===== config.mk =====
export PLATFORM = sky130hd
export DESIGN_NAME = hazard_ctrl
export DESIGN_NICKNAME = d
export VERILOG_FILES = /design/src/rtl/hazard_ctrl.sv
export SDC_FILE = /design/constraint.sdc
export NUM_CORES = 1
export LEC_CHECK = 0
export CORE_MARGIN = 10
export CORE_UTILIZATION = 40
export DETAILED_ROUTE_END_ITERATION = 6
export PLACE_DENSITY = 0.85
export SYNTH_ARGS = -nofsm -noshare
export SYNTH_HDL_FRONTEND = slang
export SYNTH_SLANG_ARGS = --single-unit

===== constraint.sdc =====
create_clock -name CLK -period 2.3 [get_ports CLK]
set_clock_uncertainty 0.1 [all_clocks]
set_input_delay 0.46 -clock CLK [delete_from_list [all_inputs] [get_ports CLK]]
set_output_delay 0.46 -clock CLK [all_outputs]
set_load 0.1 [all_outputs]

===== src/rtl/hazard_ctrl.sv =====
// hazard_ctrl
// Pipeline hazard and stall controller for the 5-stage core. Each cycle it
// decides, for every pipeline latch (IF/ID, ID/EX, EX/MEM, MEM/WB), whether
// that latch advances, holds or takes a bubble. A small FSM tracks
// data-memory waits and the terminal halt. A saturating counter records
// stall cycles for performance debug.
//
// Ports
//   CLK, RST               core clock, synchronous active-high reset
//   ihit, dhit             instruction fetch / data access completes this cycle
//   memREQ, memHALT        EX/MEM latch holds a load/store, or holds HALT
//   exDRE, exWEN, exdest   ID/EX load flag, register-write flag, destination
//   idrs, idrt, iduses_rt  IF/ID source registers and rt-use flag
//   brnch_take             taken branch/jump resolved in EX
//   pcW, *W                PC and latch write enables
//   ifidRST..exmemRST      bubble inserts (one-hot per stage, never with W)
//   mem_busy, halted       FSM in DWAIT / HALT (registered)
//   stall_cnt              saturating count of freeze and load-use cycles
//
// States
//   RUN   | normal operation
//   DWAIT | data access outstanding, pipeline frozen
//   HALT  | terminal halt, only RST leaves it

module hazard_ctrl #(
    parameter int CNT_W = 16
) (
    input  logic             CLK,
    input  logic             RST,
    input  logic             ihit,
    input  logic             dhit,
    input  logic             memREQ,
    input  logic             memHALT,
    input  logic             exDRE,
    input  logic             exWEN,
    input  logic [4:0]       exdest,
    input  logic [4:0]       idrs,
    input  logic [4:0]       idrt,
    input  logic             iduses_rt,
    input  logic             brnch_take,
    output logic             pcW,
    output logic             ifidW,
    output logic             idexW,
    output logic             exmemW,
    output logic             memwbW,
    output logic             ifidRST,
    output logic             idexRST,
    output logic             exmemRST,
    output logic             mem_busy,
    output logic             halted,
    output logic [CNT_W-1:0] stall_cnt
);

    typedef enum logic [1:0] {
        RUN   = 2'd0,
        DWAIT = 2'd1,
        HALT  = 2'd2
    } state_t;

    state_t state;
    state_t state_nx;
    logic   freeze;
    logic   loaduse;
    logic   count_stall;

    assign freeze  = memREQ & ~dhit;
    // Register 0 is hardwired, so a load targeting it never creates a hazard.
    assign loaduse = exDRE & exWEN & (exdest != 5'd0) &
                     ((exdest == idrs) | (iduses_rt & (exdest == idrt)));

    always_comb begin
        pcW         = 1'b0;
        ifidW       = 1'b0;
        idexW       = 1'b0;
        exmemW      = 1'b0;
        memwbW      = 1'b0;
        ifidRST     = 1'b0;
        idexRST     = 1'b0;
        exmemRST    = 1'b0;
        count_stall = 1'b0;
        state_nx    = state;

        if (RST) begin
            // Flush every latch on the same edge that resets the FSM.
            ifidRST  = 1'b1;
            idexRST  = 1'b1;
            exmemRST = 1'b1;
            state_nx = RUN;
        end else if (state == HALT) begin
            state_nx = HALT;
        end else if (memHALT) begin
            // Let HALT retire into MEM/WB, bubble behind it.
            memwbW   = 1'b1;
            exmemRST = 1'b1;
            state_nx = HALT;
        end else if (freeze) begin
            count_stall = 1'b1;
            state_nx    = DWAIT;
        end else if (brnch_take) begin
            // Branch squashes IF/ID and ID/EX, which also covers any load-use
            // hazard against the squashed instruction.
            pcW      = 1'b1;
            ifidRST  = 1'b1;
            idexRST  = 1'b1;
            exmemW   = 1'b1;
            memwbW   = 1'b1;
            state_nx = RUN;
        end else if (loaduse) begin
            idexRST     = 1'b1;
            exmemW      = 1'b1;
            memwbW      = 1'b1;
            count_stall = 1'b1;
            state_nx    = RUN;
        end else if (!ihit) begin
            ifidRST  = 1'b1;
            idexW    = 1'b1;
            exmemW   = 1'b1;
            memwbW   = 1'b1;
            state_nx = RUN;
        end else begin
            pcW      = 1'b1;
            ifidW    = 1'b1;
            idexW    = 1'b1;
            exmemW   = 1'b1;
            memwbW   = 1'b1;
            state_nx = RUN;
        end
    end

    always_ff @(posedge CLK) begin
        if (RST) begin
            state     <= RUN;
            mem_busy  <= 1'b0;
            halted    <= 1'b0;
            stall_cnt <= '0;
        end else begin
            state    <= state_nx;
            mem_busy <= (state_nx == DWAIT);
            halted   <= (state_nx == HALT);
            if (count_stall && (stall_cnt != {CNT_W{1'b1}})) begin
                stall_cnt <= stall_cnt + 1'b1;
            end
        end
    end

endmodule


==> flow_summary.toml <==
[status]
status = "complete, but fails checks"
failed_checks = "negative setup slack"

[power_and_ir_drop]
clkPwrFrac = 0.225
power_density_mw_per_mm2 = 386.0
ir_drop_mv = 0.4135
switching_share = 0.3362
seqPwrFrac = 0.431
power.internal_uw = 532.1
switchingPower_uw = 269.5
p_leak_uw = 0.0007839
pwr-share-comb = 0.344

[clock_network]
htree_levels = 1
cts_tree = "built"
hold_buffers = 0
cts.path.max_buffers = 2
clk_pin_slew_ns = 0.11
cts_buffers = 3
clk_latency_ns = 0.31
clock_sinks = 20
cts_root_buffer = "clkbuf_4"

[critical_path]
crit_path_end_kind = "output port"
crit_type = "in -> out"
cp-start-kind = "input port"
reg2reg_to = "stall_cnt[15]$_SDFFE_PP0P_"
r2r_cells = 8
cp.required_ns = 1.74
critical_path_arrival_ns = 1.87
path_max_fanout = 4
ff2ff_setup_slack_ns = 0.15
cp-startpoint = "exdest[2]"
r2r-start = "stall_cnt[0]$_SDFFE_PP0P_"

[placed_design]
dp.cells = 232
dpl.hpwl_um = 3001
place_congestion = 0.8499
io_buffers = 50

[grt]
grt_pass1_vias = 1343
antenna_found_initial = 0
grt_pass1_wl_um = 6430
grt_use_total = 0.1424
grt_start_max_net_pins = 21
overflow = 0

[timing]
fin_ws_ns = -0.1291
maxSlewViolCount = 0
grt_setup_unrepaired = "yes"
slew_headroom = 0.8082
fin_crit_ns = 2.429
whs_ns = 0.3930
worst_slew_pin_slew_ns = 0.2853
finalSetupTns_ns = -0.4150
setup_viol = 5
post-route-period-util = 1.056
hold_viol = 0
fmax_mhz = 411.7

[synth]
synth-seq-area-share = 0.3397
ys_seq_elements = 20
synth_top_area_cell = "dfxtp_1"
synth.area.top_cells = "dfxtp_1, xnor2_1, a21oi_1"
synthCells = 140
netlist_area_mm2 = 0.001179
synth_top_area_share = 0.3397
syn_nets = 166
ys_types = 33
synth_ff_type = "dfxtp_1"
async_flop_share = 0
synth_edf_count = 0
avgSynthCellArea_um2 = 8.419
ys_warn_count = 0

[routing]
drt_pass1_iterations = 4
wl_um = 4136
vias_per_cell = 5.594
vias = 1337
drc = 0
wl_per_cell_um = 17.31
ant_nets = 0
drt_iter0_markers = 29

[floorplan]
num_rows = 19
die_w_um = 74.28
io_pins = 51
die-area_mm2 = 0.005518
design.core.area_mm2 = 0.002781
initial_utilization = 0.4238
fp.dieH_um = 74.28

[finish]
final_cells = 239
area_growth_pct = 76.22
layout-drive-gt1-share = 0.4856
fin_nets = 235
n_antenna_cell = 0
fillers = 215

[flow_run]
maxCapViolCount = 0

[hold_path]
worstHoldStart = "stall_cnt[13]$_SDFFE_PP0P_"
hold_end = "stall_cnt[13]$_SDFFE_PP0P_"
hp-class = "reg -> reg"
hold_depth = 2
==> registers in the layout, summed over array words and instances (netlist names) <==
| register | count |
|---|---|
| halted | 1 |
| stall_cnt | 16 |
| state | 2 |
| mem_busy | 1 |
==> synthesized netlist by cell type (3+ instances only) <==
cell type,count
dfxtp_1,20
a21oi_1,13
nand2_1,12
nor2_1,10
xnor2_1,10
o31ai_1,8
or4_1,8
nand3_1,7
or3_1,6
o21ai_1,5
a21oi_2,4
buf_6,3
clkbuf_1,3
nor3_1,3
o21bai_1,3
==> cells by family (layout without fill, tap and decap cells) <==
family                   after synthesis  in the layout  share of synthesized area
multiplexers                           2              2                    0.02123
AND/OR/NAND/NOR                       60             60                     0.2792
AO/OA/AOI/OAI                         37             37                     0.2059
XOR/XNOR                              11             11                    0.08174
adder cells (fa/ha/maj)                1              1                    0.01061
buffers and inverters                  9             77                    0.06157
flip-flops                            20             20                     0.3397
==> layer usage <==
metal / part of all wire / vias up / track usage
met4: 0.019 / 0 / 0.04878
met2: 0.50 / 49 / 0.2528
met3: 0.049 / 5 / 0.02926
met5: 0 / - / 0
li1: - / 656 / -
met1: 0.43 / 627 / 0.1653
==> cells in the final DEF (no fill, tap or decap), types with 3 or more instances in the layout <==
cell type	instances
a21oi_1	9
a21oi_2	6
buf_12	9
buf_4	35
buf_6	4
clkbuf_4	4
clkdlybuf4s15_1	3
clkdlybuf4s50_1	7
dfxtp_1	4
dfxtp_2	10
dfxtp_4	6
dlygate4sd2_1	9
nand2_1	10
nand3_1	7
nor2_1	7
o21ai_1	5
o31ai_1	8
or3_1	5
or4_1	7
xnor2_1	9
==> worst max-delay path: stages <==
cell and delay (ns):
buf_6 0.10, or3_4 0.37, o311a_4 0.35, a21oi_4 0.20, and3_4 0.22, buf_12 0.17
==> layout make-up <==
type	instances	area, um^2	area share
inverters	2	7.507	0.003614
repair buffers	71	689.4	0.3319
flip-flops and latches	20	435.4	0.2096
clock buffers	4	26.28	0.01265
multi-input cells	111	879.6	0.4235
well taps	31	38.79	0.01867
==> per-stage QoR <==
step	instance area [um^2]	util	worst slack [ns]	power, uW
4_1_cts	2019	0.7260	-0.1485	793.9
3_5_place_dp	1959	0.7045	-0.5521	618.7
6_report	2077	0.7467	-0.1291	801.7
5_1_grt	2077	0.7467	-0.1611	829.2
3_3_place_gp	1959	0.7045	-0.4966	613.6
2_1_floorplan	1303	-	-0.3087	497.9
==> worst max-delay path by stage <==
stage	slack (ns)	cells past startpoint	endpoint
floorplan	-0.31	5	pcW
detailed placement	-0.55	6	ifidW
global route	-0.16	6	ifidW
finish	-0.13	6	ifidW
CTS	-0.15	7	pcW
global placement	-0.50	6	ifidW
==> what timing repair did <==
item / 4_1_cts / 5_1_grt
cloned: 0 / 1
resized for setup: 39 / 15
pin swaps: 22 / 12
endpoints found under the setup margin: 15 / 10
hold endpoints to repair: 0 / 0
setup buffers: 1 / 1
==> power groups by stage <==
stage                     Sequential [uW]  Clock (uW)  Combinational (uW)
final                                 346         180                 276
after global routing                  346         194                 289
after CTS                             345         182                 267
after detailed placement              353           0                 266
after global placement                353           0                 261
after floorplan                       370           0                 128
(Power assumes the default switching activity.)
